`src/rtl/shot_timer_pkg.sv`:
```
// shot_timer_pkg: shared types and constants for the shot window timer.
//   phase_e  - delivery phase encoding as seen on the phase port
//   result_e - swing classification as seen on the result port
//   TICK_W   - width of the per-phase tick index
//   sat_inc8 - saturating 8-bit increment used by the statistics counters
package shot_timer_pkg;

  localparam int unsigned TICK_W = 5;

  typedef enum logic [1:0] {
    PH_IDLE   = 2'd0,
    PH_RUNUP  = 2'd1,
    PH_WINDOW = 2'd2,
    PH_RESULT = 2'd3
  } phase_e;

  typedef enum logic [1:0] {
    RES_MISS    = 2'd0,
    RES_EARLY   = 2'd1,
    RES_PERFECT = 2'd2,
    RES_LATE    = 2'd3
  } result_e;

  function automatic logic [7:0] sat_inc8(input logic [7:0] v);
    return (v == 8'hFF) ? v : v + 8'd1;
  endfunction

endpackage

```
`src/rtl/toggle_tick.sv`:
```
// toggle_tick: turns every edge of the 10 Hz divider level into a one-cycle
// tick in the clk_fpga domain.
//   clk_fpga - master clock
//   rst_n    - asynchronous active-low reset
//   clk_10Hz - divider output level (already in the clk_fpga domain)
//   tick     - high for one cycle after each clk_10Hz toggle
module toggle_tick (
  input  logic clk_fpga,
  input  logic rst_n,
  input  logic clk_10Hz,
  output logic tick
);

  logic clk_10Hz_d;

  always_ff @(posedge clk_fpga or negedge rst_n) begin
    if (!rst_n) clk_10Hz_d <= 1'b0;
    else        clk_10Hz_d <= clk_10Hz;
  end

  assign tick = clk_10Hz ^ clk_10Hz_d;

endmodule

```
`src/rtl/shot_window_timer.sv`:
```
// shot_window_timer: sequences one delivery (run-up, batting window, held
// result) on 100 ms ticks and classifies the batter's swing.
//   clk_fpga, rst_n        - clock, asynchronous active-low reset
//   clk_10Hz               - divider level, each edge is one 100 ms tick
//   bowl_start             - one-cycle delivery request (honoured in IDLE only)
//   swing                  - debounced bat level, rising edge is a swing
//   phase, window_open     - current phase, high throughout WINDOW
//   result_valid, result   - one-cycle pulse on RESULT entry, held result code
//   tick_idx               - tick count within the active phase
//   perfect_count, ball_count - saturating tallies
// Build option: define SHOT_STATS_EN to enable the tallies; otherwise both
// tally ports read constant zero.
module shot_window_timer
  import shot_timer_pkg::*;
#(
  parameter int unsigned RUNUP_TICKS  = 20,
  parameter int unsigned WINDOW_TICKS = 8,
  parameter int unsigned PERFECT_LO   = 3,
  parameter int unsigned PERFECT_HI   = 4,
  parameter int unsigned RESULT_TICKS = 15
) (
  input  logic              clk_fpga,
  input  logic              rst_n,
  input  logic              clk_10Hz,
  input  logic              bowl_start,
  input  logic              swing,
  output logic [1:0]        phase,
  output logic              window_open,
  output logic              result_valid,
  output logic [1:0]        result,
  output logic [TICK_W-1:0] tick_idx,
  output logic [7:0]        perfect_count,
  output logic [7:0]        ball_count
);

  logic tick;
  logic swing_d;
  logic swing_rise;

  phase_e            state_q, state_d;
  result_e           res_q, res_d;
  logic [TICK_W-1:0] idx_q, idx_d;
  logic              valid_q, valid_d;
  logic              wopen_q, wopen_d;
  logic [TICK_W:0]   idx_inc;

  toggle_tick u_toggle_tick (
    .clk_fpga (clk_fpga),
    .rst_n    (rst_n),
    .clk_10Hz (clk_10Hz),
    .tick     (tick)
  );

  always_ff @(posedge clk_fpga or negedge rst_n) begin
    if (!rst_n) swing_d <= 1'b0;
    else        swing_d <= swing;
  end

  assign swing_rise = swing & ~swing_d;

  // One extra bit so the terminal compare cannot wrap at 31.
  assign idx_inc = {1'b0, idx_q} + (TICK_W+1)'(1);

  always_ff @(posedge clk_fpga or negedge rst_n) begin
    if (!rst_n) begin
      state_q <= PH_IDLE;
      res_q   <= RES_MISS;
      idx_q   <= '0;
      valid_q <= 1'b0;
      wopen_q <= 1'b0;
    end else begin
      state_q <= state_d;
      res_q   <= res_d;
      idx_q   <= idx_d;
      valid_q <= valid_d;
      wopen_q <= wopen_d;
    end
  end

  // A swing is checked before the tick in RUNUP/WINDOW so that a swing on the
  // closing tick classifies on the pre-increment index and beats MISS.
  always_comb begin
    state_d = state_q;
    res_d   = res_q;
    idx_d   = idx_q;
    valid_d = 1'b0;
    case (state_q)
      PH_IDLE: begin
        if (bowl_start) begin
          state_d = PH_RUNUP;
          idx_d   = '0;
        end
      end
      PH_RUNUP: begin
        if (swing_rise) begin
          state_d = PH_RESULT;
          res_d   = RES_EARLY;
          valid_d = 1'b1;
          idx_d   = '0;
        end else if (tick) begin
          if (idx_inc == (TICK_W+1)'(RUNUP_TICKS)) begin
            state_d = PH_WINDOW;
            idx_d   = '0;
          end else begin
            idx_d = idx_inc[TICK_W-1:0];
          end
        end
      end
      PH_WINDOW: begin
        if (swing_rise) begin
          state_d = PH_RESULT;
          valid_d = 1'b1;
          idx_d   = '0;
          if (idx_q < TICK_W'(PERFECT_LO))       res_d = RES_EARLY;
          else if (idx_q > TICK_W'(PERFECT_HI))  res_d = RES_LATE;
          else                                   res_d = RES_PERFECT;
        end else if (tick) begin
          if (idx_inc == (TICK_W+1)'(WINDOW_TICKS)) begin
            state_d = PH_RESULT;
            res_d   = RES_MISS;
            valid_d = 1'b1;
            idx_d   = '0;
          end else begin
            idx_d = idx_inc[TICK_W-1:0];
          end
        end
      end
      PH_RESULT: begin
        if (tick) begin
          if (idx_inc == (TICK_W+1)'(RESULT_TICKS)) begin
            state_d = PH_IDLE;
            idx_d   = '0;
          end else begin
            idx_d = idx_inc[TICK_W-1:0];
          end
        end
      end
      default: state_d = PH_IDLE;
    endcase
    wopen_d = (state_d == PH_WINDOW);
  end

  assign phase        = state_q;
  assign window_open  = wopen_q;
  assign result_valid = valid_q;
  assign result       = res_q;
  assign tick_idx     = idx_q;

`ifdef SHOT_STATS_EN
  logic [7:0] balls_q, perf_q;

  always_ff @(posedge clk_fpga or negedge rst_n) begin
    if (!rst_n) begin
      balls_q <= '0;
      perf_q  <= '0;
    end else if (valid_d) begin
      balls_q <= sat_inc8(balls_q);
      if (res_d == RES_PERFECT) perf_q <= sat_inc8(perf_q);
    end
  end

  assign ball_count    = balls_q;
  assign perfect_count = perf_q;
`else
  assign ball_count    = '0;
  assign perfect_count = '0;
`endif

endmodule

```
`config.mk`:
```
export PLATFORM = sky130hd
export DESIGN_NAME = shot_window_timer
export DESIGN_NICKNAME = d
export VERILOG_FILES = /design/src/rtl/shot_timer_pkg.sv /design/src/rtl/toggle_tick.sv /design/src/rtl/shot_window_timer.sv
export SDC_FILE = /design/constraint.sdc
export NUM_CORES = 1
export LEC_CHECK = 0
export ABC_AREA = 1
export CORE_UTILIZATION = 30
export DETAILED_ROUTE_END_ITERATION = 8
export PLACE_DENSITY = 0.54
export SYNTH_ARGS = -nofsm -noshare
export SYNTH_HDL_FRONTEND = slang
export SYNTH_HIERARCHICAL = 1
export SYNTH_SLANG_ARGS = --single-unit
```
`constraint.sdc`:
```
create_clock -name clk_fpga -period 4.32 [get_ports clk_fpga]
set_input_delay 0.864 -clock clk_fpga [delete_from_list [all_inputs] [get_ports clk_fpga]]
set_output_delay 0.864 -clock clk_fpga [all_outputs]
set_load 0.03 [all_outputs]
```
==> impl_metrics.env, run 1 <==
export IMPL_status="completed"
export IMPL_clockRootBuffer="clkbuf_4"
export IMPL_fin_crit_sh_pct=53.9
export IMPL_io_pins=32
export IMPL_worstHoldPathType="reg2reg"
export IMPL_crit_chain="clkdlybuf4s50_1"
export IMPL_final_nets=176
export IMPL_crit_required_ps=3460
export IMPL_cts_sinks=13
export IMPL_grt_max_degree=14
export IMPL_dp_cells=204
export IMPL_drc=0
export IMPL_fin_cells=208
export IMPL_initial_utilization_pct=31.2
export IMPL_routed_wl_um=2110
export IMPL_fin_tns_setup_ps=0
export IMPL_cellLeakagePower_nw=0.599
export IMPL_startpoint_type="register"
export IMPL_mostFrequentLayoutCells="30 x nand2_1, 20 x inv_1, 16 x conb_1"
export IMPL_cts_repair_resized=0
export IMPL_io_buffer_count=15
export IMPL_place_congestion=0.804
export IMPL_clock_fmax_ghz=0.430
export IMPL_path_delay_family="buffers and inverters"
export IMPL_cts_tree="yes"
export IMPL_critical_path_max_stage_delay_ps=710
export IMPL_first_global_vias=780
export IMPL_slew_limit_headroom_pct=60.9
export IMPL_crit_arrival_ps=1460
export IMPL_design_power_total_mw=0.670
export IMPL_ys_seq_elements=13
export IMPL_pre_cts_ws_ps=1870
export IMPL_area_growth_pct=16.5
export IMPL_coreArea_um2=3340
export IMPL_skew_ps=7.45
export IMPL_cap_violations=0
export IMPL_numCtsBuffers=3
export IMPL_die_width_um=60.9
export IMPL_r2r_slack_ps=2520
export IMPL_crit_path_max_fanout=6
export IMPL_ys_warnings_count=6
export IMPL_die_area_um2=3710
export IMPL_tightest_slew_ps=585
export IMPL_std_cell_rows=21
export IMPL_cts_hold_buf=0
export IMPL_p_per_area_nw_per_um2=553
export IMPL_overflow=0
export IMPL_ctsLongestPathBuffers=2
export IMPL_grtUsageTotal_pct=13.0
export IMPL_drive_gt1_share_pct=11.1
export IMPL_path_clk_slew_ps=90
export IMPL_clock_latency_ps=290
export IMPL_hold_viol=0
export IMPL_final_common_cell="nand2_1"
export IMPL_crit_slowest_cell="clkdlybuf4s50_1"
export IMPL_die_h_um=60.9
export IMPL_grt_pass1_wl_um=3480
export IMPL_synthCells=144
export IMPL_syn_area_um2=1040
export IMPL_dp_hpwl_um=1710
export IMPL_avgSynthCellArea_um2=7.23
export IMPL_cts_setup_buffers=0
export IMPL_peakVddDrop_uv=268
export IMPL_drv_slew=0
export IMPL_setup_slack_ps=1990
export IMPL_rsz0062_at_grt="false"
export IMPL_wire_per_inst_um=10.2
export IMPL_critical_path_class="reg2out"
export IMPL_drt_pass1_iterations=4
export IMPL_htree_levels=1
export IMPL_path_buf_inv=1
export IMPL_ys_seq_area_share_pct=31.3
export IMPL_antenna_found_initial=0
export IMPL_drtIter0Drc=27
export IMPL_route_vias_total=888
export IMPL_setup_viol=0
export IMPL_avgViaCountPerCell=4.27
export IMPL_n_antenna_cell=0
export IMPL_period_needed_ps=2330
export IMPL_cp_end_kind="output pin"
export IMPL_postRouteAntennaNets=0
export IMPL_synth_cell_types=22
==> flip-flops by register name, indices dropped and copies added (netlist names) <==
| register | count |
|---|---|
| result_valid | 1 |
| phase | 2 |
| u_toggle_tick/clk_10Hz_d | 1 |
| result | 2 |
| swing_d | 1 |
| window_open | 1 |
| tick_idx | 5 |
==> kinds of logic after synthesis <==
| family | Yosys count | share of synthesized area (%) |
|---|---|---|
| adder cells (fa/ha/maj) | 8 | 9.62 |
| AND/OR/NAND/NOR | 68 | 29.7 |
| AO/OA/AOI/OAI | 16 | 9.62 |
| buffers and inverters | 38 | 19.5 |
| other | 1 | 0.360 |
| flip-flops | 13 | 31.2 |
==> synth_stat cells <==
master / count / area, um^2
a21oi_2: 2 / 17.5
a31oi_1: 1 / 6.26
a32o_1: 1 / 10.0
buf_4: 16 / 120
conb_1: 1 / 3.75
dfrtp_1: 13 / 325
ha_1: 8 / 100
inv_1: 20 / 75.1
inv_2: 2 / 7.51
nand2_1: 30 / 113
nand2_2: 5 / 31.3
nand3_1: 12 / 60.1
nand3_2: 1 / 10.0
nand4_1: 3 / 18.8
nor2_1: 10 / 37.5
nor2_2: 2 / 12.5
nor3_1: 4 / 20.0
o211ai_1: 1 / 7.51
o21ai_0: 9 / 45.0
o21ai_1: 1 / 5.00
o21ai_2: 1 / 8.76
or2_2: 1 / 6.26
==> routing by layer <==
metal	vias to the layer above	routed length [um]	part of all wire [%]	track usage [%]
met4	0	21	0.99	3.90
met1	399	985	47	15.3
met2	20	974	46	21.8
met3	4	132	6.2	5.12
li1	465	-	-	-
met5	-	0	0	0
==> metrics by stage <==
| step | utilization [%] | cell area (um^2) | hold WS, ps |
|---|---|---|---|
| final | 36.3 | 1210 | 494 |
| after global routing | 36.3 | 1210 | 522 |
| after CTS | 36.3 | 1210 | 501 |
| after detailed placement | 35.5 | 1180 | 480 |
| after global placement | 35.5 | 1180 | 479 |
| after floorplan | - | 1100 | 568 |
==> layout make-up <==
class,count,area (um^2)
fill,376,2120
multi-input combinational,108,569
sequential,13,325
timing repair buffer,15,150
inverter,22,82.6
tap,46,57.6
clock buffer,3,22.5
clock inverter,1,5.00
==> path summary, 6_finish.rpt <==
| check | start | endpoint | cells past startpoint |
|---|---|---|---|
| max reg2reg | tick_idx[1] | tick_idx[1] | 13 |
| max | tick_idx[4] | tick_idx[4] | 1 |
| max in group asynchronous | rst_n | tick_idx[1] | 1 |
| min reg2reg | result[1] | result[1] | 2 |
| min | result[1] | result[1] | 2 |
| min in group asynchronous | rst_n | result[1] | 1 |
==> report_power, final <==
group          leakage, nW  total, mW  switching, mW  internal (mW)
Sequential           0.169      0.182         0.0306          0.152
Combinational        0.413      0.410          0.263          0.148
Clock               0.0177     0.0772         0.0428         0.0344
Total                0.599      0.670          0.336          0.334
No activity file was read; power rests on OpenSTA's default activity.
==> run 2, diff against run 1 <==
--- a/config.mk
+++ b/config.mk
@@ -8,7 +8,7 @@
 export ABC_AREA = 1
 export CORE_UTILIZATION = 30
 export DETAILED_ROUTE_END_ITERATION = 8
-export PLACE_DENSITY = 0.54
+export PLACE_DENSITY = 0.56
 export SYNTH_ARGS = -nofsm -noshare
 export SYNTH_HDL_FRONTEND = slang
 export SYNTH_HIERARCHICAL = 1
==> constraint.sdc (replaced) <==
create_clock -name clk_fpga -period 2 [get_ports clk_fpga]
set_input_delay 0.4 -clock clk_fpga [delete_from_list [all_inputs] [get_ports clk_fpga]]
set_output_delay 0.4 -clock clk_fpga [all_outputs]
set_load 0.03 [all_outputs]
==> run 2 against run 1 <==
Against the previous run:
- via count grew 3.6%
- total power grew 120%
- count of clock-buffer cells in the layout is the same
- sequential cell count is the same
- clock power grew 120%
- sequential share of layout area shrank 0.33 points
- sequential power grew 120%
- wire length grew 4.2%
- worst setup slack lost 1900 ps
- non-clock buffer count grew 2
- register-to-register slack lost 2400 ps
- utilization grew 0.45 points
- critical path type unchanged
- highest routed layer unchanged
==> impl_metrics.env, run 2 (synthesis gave the netlist of run 1 again) <==
export IMPL_cts_repair_resized=0
export IMPL_cp_end_kind="output pin"
export IMPL_largest_reg_flops=5
export IMPL_drive_gt1_share_pct=12.2
export IMPL_crit_slowest_cell="clkdlybuf4s50_1"
export IMPL_avgViaCountPerCell=4.38
export IMPL_met2_usage_pct=21.7
export IMPL_die_area_um2=3710
export IMPL_drtIter0Drc=46
export IMPL_numCtsBuffers=3
export IMPL_io_buffer_count=15
export IMPL_period_needed_ps=1880
export IMPL_path_delay_family="buffers and inverters"
export IMPL_grt_pass1_wl_um=3730
export IMPL_crit_required_ps=1600
export IMPL_peakVddDrop_uv=571
export IMPL_wire_per_inst_um=10.5
export IMPL_fin_tns_setup_ps=0
export IMPL_grt_max_degree=14
export IMPL_cts_hold_buf=0
export IMPL_std_cell_rows=21
export IMPL_slew_limit_headroom_pct=58.2
export IMPL_antenna_found_initial=0
export IMPL_critical_path_class="reg2out"
export IMPL_path_buf_inv=1
export IMPL_io_pins=32
export IMPL_multi_input_area_um2=569
export IMPL_crit_chain="clkdlybuf4s50_1"
export IMPL_grt_use_met1_pct=18.9
export IMPL_fin_crit_sh_pct=94.0
export IMPL_use_met3_pct=1.92
export IMPL_tightest_slew_ps=626
export IMPL_cap_violations=0
export IMPL_cts_sinks=13
export IMPL_startpoint_type="register"
export IMPL_initial_utilization_pct=31.2
export IMPL_pre_cts_ws_ps=41.0
export IMPL_crit_path_max_fanout=6
export IMPL_mostFrequentLayoutCells="30 x nand2_1, 20 x inv_1, 16 x conb_1"
export IMPL_ctsLongestPathBuffers=2
export IMPL_drc=0
export IMPL_final_nets=178
export IMPL_clock_fmax_ghz=0.532
export IMPL_rsz0062_at_grt="false"
export IMPL_fin_util_pct=36.8
export IMPL_busiest_layer="met2"
export IMPL_status="completed"
export IMPL_htree_levels=1
export IMPL_n_antenna_cell=0
export IMPL_drt_pass1_iterations=4
export IMPL_route_vias_total=920
export IMPL_overflow=0
export IMPL_dp_hpwl_um=1750
export IMPL_first_global_vias=881
export IMPL_critical_path_max_stage_delay_ps=720
export IMPL_skew_ps=0.818
export IMPL_area_growth_pct=17.9
export IMPL_setup_viol=0
export IMPL_clock_latency_ps=280
export IMPL_path_clk_slew_ps=90
export IMPL_crit_arrival_ps=1480
export IMPL_final_seq_area_um2=325
export IMPL_grtUsageTotal_pct=13.8
export IMPL_routed_wl_um=2200
export IMPL_cellLeakagePower_nw=0.609
export IMPL_drv_slew=0
export IMPL_design_power_total_mw=1.49
export IMPL_worstHoldPathType="in2async"
export IMPL_clockRootBuffer="clkbuf_4"
export IMPL_cts_tree="yes"
export IMPL_hold_viol=0
export IMPL_num_fill_cells=369
export IMPL_setup_slack_ps=120
export IMPL_die_h_um=60.9
export IMPL_coreArea_um2=3340
export IMPL_p_per_area_nw_per_um2=1210
export IMPL_postRouteAntennaNets=0
export IMPL_die_width_um=60.9
export IMPL_cts_setup_buffers=0
export IMPL_final_common_cell="nand2_1"
export IMPL_place_congestion=0.907
## run 2: cell count changes in the layout (fill, tap and decap cells not counted)
| cell | delta |
|---|---|
| buf_4 | +2 |
## run 2: per-layer routing
layer | share of wire (%) | vias to the layer above
met3 | 5.2 | 2
met1 | 48 | 420
met5 | 0 | -
li1 | - | 465
met4 | 0.59 | 0
met2 | 46 | 33
## run 2: worst paths after layout
path | startpoint | to | slack, ps | depth (start not counted)
hold reg to reg | result[1] | result[1] | 500 | 2
setup reg to reg | tick_idx[1] | tick_idx[3] | 170 | 13
max in group asynchronous | rst_n | tick_idx[1] | 1100 | 1
setup / recovery | tick_idx[3] | tick_idx[3] | 120 | 1
min in group clk_fpga | result[1] | result[1] | 500 | 2
hold / removal | rst_n | tick_idx[0] | 500 | 1
## run 2: worst reg2reg max path, stage by stage, from the launching register on
cell	delay (ps)
dfrtp_1	460
ha_1	260
nand2_2	130
inv_1	60
nor2_1	130
nand2_1	80
nor2_1	110
nand2_1	70
nand2_2	90
nand2_1	70
inv_2	60
nand2_1	50
nand4_1	70
o21ai_0	90
## run 2: area by class of cell
cell class              instances  area share (%)
multi-input cells             108            46.4
flip-flops and latches         13            26.5
repair buffers                 17            13.5
inverters                      22            6.73
well taps                      46            4.69
clock buffers                   3            1.83
clock inverters                 1           0.408
## run 2: where the power goes
part	internal [mW]	leakage [nW]	switching, mW
clock network	0.0742	0.0177	0.0956
registers	0.328	0.169	0.0713
logic	0.340	0.423	0.579
total	0.742	0.609	0.745
## run 2: stage by stage
step / hold slack, ps / instances / instance area, um^2
3_5_place_dp: 482 / 206 / 1200
5_1_grt: 534 / 210 / 1230
4_1_cts: 503 / 210 / 1230
6_report: 500 / 210 / 1230
3_3_place_gp: 482 / 206 / 1200
2_1_floorplan: 104 / 159 / 1100
